### src/rtl/controlador_registrador.sv
// rtl/controlador_registrador.sv - arbitrated serial TX/RX controller driving an external 4-bit shift register
// Round-robin between transmit and receive requesters; register is hold/load/shift via reg_sel.
module controlador_registrador (
  input  logic       clk,
  input  logic       reset,
  input  logic       tx_req,
  input  logic [3:0] tx_data,
  output logic       tx_ack,
  input  logic       rx_req,
  output logic       rx_ack,
  output logic [3:0] rx_data,
  input  logic       serial_in,
  output logic       serial_out,
  output logic       serial_en,
  output logic       reg_sel,
  output logic [3:0] reg_din,
  output logic       reg_din_serie,
  input  logic [3:0] reg_dout,
  output logic       busy
);

  typedef enum logic [2:0] {IDLE, TX_LOAD, TX_SHIFT, RX_SHIFT, DONE} state_t;

  localparam logic GRANT_TX = 1'b0;
  localparam logic GRANT_RX = 1'b1;

  state_t     state, state_nx;
  logic [1:0] bit_cnt, bit_cnt_nx;
  logic       last_grant, last_grant_nx;
  logic [3:0] word, word_nx;
  logic       grant_tx;

  always_ff @(posedge clk) begin
    if (reset) begin
      state      <= IDLE;
      bit_cnt    <= 2'd0;
      last_grant <= GRANT_RX;
      word       <= 4'd0;
    end else begin
      state      <= state_nx;
      bit_cnt    <= bit_cnt_nx;
      last_grant <= last_grant_nx;
      word       <= word_nx;
    end
  end

  always_comb begin
    state_nx      = state;
    bit_cnt_nx    = bit_cnt;
    last_grant_nx = last_grant;
    word_nx       = word;
    grant_tx      = 1'b0;
    tx_ack        = 1'b0;
    rx_ack        = 1'b0;
    rx_data       = 4'd0;
    serial_out    = 1'b0;
    serial_en     = 1'b0;
    reg_sel       = 1'b0;
    reg_din       = reg_dout;  // register has no enable: feed it back to hold
    reg_din_serie = 1'b0;
    busy          = (state != IDLE);

    case (state)
      IDLE: begin
        // On a tie, the requester not served last wins
        grant_tx = tx_req && (!rx_req || (last_grant == GRANT_RX));
        if (grant_tx) begin
          word_nx       = tx_data;
          last_grant_nx = GRANT_TX;
          state_nx      = TX_LOAD;
        end else if (rx_req) begin
          last_grant_nx = GRANT_RX;
          bit_cnt_nx    = 2'd0;
          state_nx      = RX_SHIFT;
        end
      end
      TX_LOAD: begin
        reg_din    = word;
        bit_cnt_nx = 2'd0;
        state_nx   = TX_SHIFT;
      end
      TX_SHIFT: begin
        reg_sel    = 1'b1;
        serial_en  = 1'b1;
        serial_out = reg_dout[3];
        bit_cnt_nx = bit_cnt + 2'd1;
        if (bit_cnt == 2'd3) state_nx = DONE;
      end
      RX_SHIFT: begin
        reg_sel       = 1'b1;
        reg_din_serie = serial_in;
        bit_cnt_nx    = bit_cnt + 2'd1;
        if (bit_cnt == 2'd3) state_nx = DONE;
      end
      DONE: begin
        if (last_grant == GRANT_TX) begin
          tx_ack = 1'b1;
        end else begin
          rx_ack  = 1'b1;
          rx_data = reg_dout;
        end
        state_nx = IDLE;
      end
      default: state_nx = IDLE;
    endcase
  end

endmodule

### config.mk
export PLATFORM = sky130hd
export DESIGN_NAME = controlador_registrador
export DESIGN_NICKNAME = d
export VERILOG_FILES = /design/src/rtl/controlador_registrador.sv
export SDC_FILE = /design/constraint.sdc
export NUM_CORES = 1
export LEC_CHECK = 0
export ABC_AREA = 1
export BUFFER_PORTS_ARGS = -buffer_cell sky130_fd_sc_hd__buf_4
export CORE_MARGIN = 3
export CORE_UTILIZATION = 39
export CTS_CLUSTER_SIZE = 20
export DETAILED_ROUTE_END_ITERATION = 16
export GPL_TIMING_DRIVEN = 0
export PLACE_DENSITY = 0.73
export SETUP_SLACK_MARGIN = 0.1
export SLEW_MARGIN = 40
export SYNTH_ARGS = -nofsm -noshare
export SYNTH_HDL_FRONTEND = slang
export SYNTH_SLANG_ARGS = --single-unit
### constraint.sdc
create_clock -name clk -period 1.3 [get_ports clk]
set_clock_uncertainty 0.05 [all_clocks]
set_input_delay 0.26 -clock clk [delete_from_list [all_inputs] [get_ports clk]]
set_output_delay 0.26 -clock clk [all_outputs]
set_load 0.01 [all_outputs]
==> results.md <==
- Status: finished, violations left
- Failing checks: negative setup slack
- Number of synthesized register bits: 10
- Chip width: 44.9 um
- Fin crit share: 1.20
- Layout fillers: 79
- Worst Hold End: state[2]
- Crit path depth: 4
- Gate power share: 0.658
- Top cells by area, synth: dfxtp_1 (34%), nor2_1 (15%), nand2_1 (9.5%), inv_1 (7.0%), o21ai_0 (5.1%)
- Area leader, netlist: dfxtp_1
- FF-to-FF setup slack: 0.02 ns
- Most frequent cell after synthesis: nor2_1
- Area Overhead vs Synth: 94.9%
- Vias in the first global route: 706
- Largest delay share family, worst path: flip-flops
- Tightest Hold Check Type: in2reg
- Nets: 156
- Final setup fails: 15
- Reg-to-Reg Start: state[0]
- Core box area: 1370 um^2
- Post-Synth Simple-Gate Area: 0.426
- Reg clk slew, reported paths: 0.06 ns
- Drt first-iter violations: 16
- Critical Path AT: 1.26 ns
- PortBufs: 27
- Final WS setup: -0.266 ns
- All-Layer GR Usage: 0.204
- RR Endpoint: state[1]
- Max incr delay on CP: 0.34 ns
- Slew margin rel.: 0.831
- Number of synthesized flops with an enable pin: 0
- Ys flop type: dfxtp_1
- Clock buffer depth: 2
- Netlist Area Pre-Place: 591 um^2
- Clk network pwr share: 0.100
- Psw: 854 uW
- # IOs: 28
- Synth Area per Inst: 6.56 um^2
- Combinational family with the most area after synthesis: simple AND/OR/NAND/NOR gates
- # diodes: 0
- Final ANT Viol Nets: 0
- First-pass GRT wire length: 2920 um
- Yosys top cell area share: 0.339
- Vias: 781
- Dpl hpwl: 1090 um
- WL/cell: 14.9 um
- Critical Path RT: 0.99 ns
- Min cycle time layout: 1.57 ns
- Drt via density: 5.04
- Slew @ Worst Pin: 0.253 ns
- Num rows: 13
- First drt pass iteration count: 4
- Cells after Synth: 90
- Worst-path cell chain: inv_4 > nand3_4 > mux2_4 > buf_6
- Gp weighted congestion: 0.748
- Synth unique cells: 18
- # H-tree levels: 1
- Area share of xor/xnor cells in the synthesized design: 0
- Slowest cell on the critical path: dfxtp_2
- Syn_nets: 104
- Area of the die: 2020 um^2
- Clock Latency Late Sink: 0.26 ns
- Final Cell Area: 1150 um^2
- Root Buffer Master: clkbuf_4
- Ys Warns: 0
- Final wirelength: 2310 um
- Global route overflow: 0
- Hold Path Stages: 2
- Post-synthesis mux area share: 0.0381
- Pre-CTS setup slack: -0.109 ns
- Worst setup path category: reg2out
- Pin count of the biggest net entering global routing: 9
- Leakage: 0.587 nW
- Initial antenna violation count: 0
- Crit end category: output pin
- Maximum VDD drop: 0.00132 V
- Starting density of the core: 0.432
- Int Pwr: 1.18 mW
- Max_cap viols: 0
- PwrDens: 1770 nW/um^2
- Reg2Reg Depth: 8
- Sw frac: 0.419
- Asr flop ratio synth: 0
- CP startpoint kind: register
- Post-Synth Adder-Cell Area: 0.0212
- Reg power frac: 0.242
- Placed Area: 818 um^2
- RSZ-0062 raised after global routing: true
- Critical Path Fanout Max: 5
- DRC viols: 0
- Buffers and inverters on the worst path: 2
- Fmax: 0.639 GHz
- TritonCTS Sinks: 10
- Register area share after synthesis: 0.339
- Compound-cell area share of the yosys netlist: 0.0932
- Post-synth top cells: nor2_1 (24), nand2_1 (15), inv_1 (11)
- Worst Min Path Start: reset
- Final Hold Fails: 0
- Pins Over Slew Limit: 0
- TritonCTS clock tree: done
- Layout cell share with drive strength beyond 1: 0.643
- Die H: 44.9 um
- CTS buffer count: 3
[cell families after synthesis]
logic type,count (synthesis)
adders and majority gates,1
AOI/OAI and AO/OA,11
muxes,2
DFF,10
buffers and inverters,13
and+or+nand+nor,53
[cell type report]
cell class | count | area [um^2] | area share
tap | 15 | 18.8 | 0.0163
multi-input combinational | 67 | 452 | 0.392
clock buffer | 3 | 22.5 | 0.0196
inverter | 13 | 53.8 | 0.0467
sequential | 10 | 210 | 0.183
timing repair buffer | 47 | 394 | 0.342
[placed cells by master (no fill, tap or decap)]
master    count
inv_2         3
mux2_4        2
nor2_1       19
ha_1          1
buf_6        11
dfxtp_4       2
nand3_4       1
nand2_2       8
a21oi_4       1
o21ai_2       2
nor2_4        6
nand2_4       1
nand3_2       3
dfxtp_2       2
o21ai_1       3
inv_1         8
nor2_2        2
buf_4        36
clkbuf_4      3
nand2_1      10
nand4_1       1
inv_4         2
a21oi_1       1
nor3_2        2
o21ai_0       1
dfxtp_1       6
a21oi_2       3
[metrics by stage]
step                total power [mW]  instances  setup TNS (ns)  hold slack [ns]  utilization
floorplan                      0.917         90               0            0.272            -
global placement                1.16        132          -0.202            0.386        0.599
detailed placement              1.17        132          -0.249            0.389        0.599
CTS                             1.78        151           -2.45            0.114        0.774
global route                    2.16        155           -3.81            0.117        0.842
finish                          2.04        155           -3.04            0.117        0.842
[per-layer routing]
metal  GRT usage  part of all wire  vias to the layer above
met2       0.350              0.53                       31
met1       0.223              0.41                      366
met3      0.0438             0.053                        2
met5           0                 0                        -
li1            -                 -                      382
met4       0.140             0.010                        0
[power by group through the flow]
| stage | Combinational (mW) | Sequential (mW) | Clock [mW] |
|---|---|---|---|
| after CTS | 1.10 | 0.476 | 0.206 |
| after global placement | 0.688 | 0.468 | 0 |
| final | 1.34 | 0.492 | 0.204 |
| after detailed placement | 0.702 | 0.469 | 0 |
| after global routing | 1.43 | 0.501 | 0.223 |
| after floorplan | 0.467 | 0.450 | 0 |
[repair_timing]
| item | CTS | global route |
|---|---|---|
| resized for setup | 30 | 24 |
| buffers inserted | 16 | 6 |
| pin swaps | 10 | 11 |
| endpoints found under the setup margin | 15 | 24 |
| hold buffers | 0 | 0 |
[worst register-to-register path, delay by kind of cell (launching register included)]
family	cells	cell delay (ns)
buffers and inverters	2	0.22
DFF	1	0.37
and+or+nand+nor	6	0.58
[sequential cells by signal, indices dropped and copies added (netlist names)]
| register | cells |
|---|---|
| word | 4 |
| bit_cnt | 2 |
| last_grant | 1 |
| state | 3 |
[how the worst max path moves through the flow]
stage	slack, ns	end	startpoint
detailed placement	-0.11	reg_din[2]	state[0]
CTS	-0.23	reg_din[2]	state[1]
floorplan	0.07	serial_out	state[1]
global route	-0.29	reg_din[0]	state[1]
global placement	-0.10	reg_din[0]	state[0]
finish	-0.27	reg_din[2]	state[1]
No activity file was read; power rests on OpenSTA's default activity.
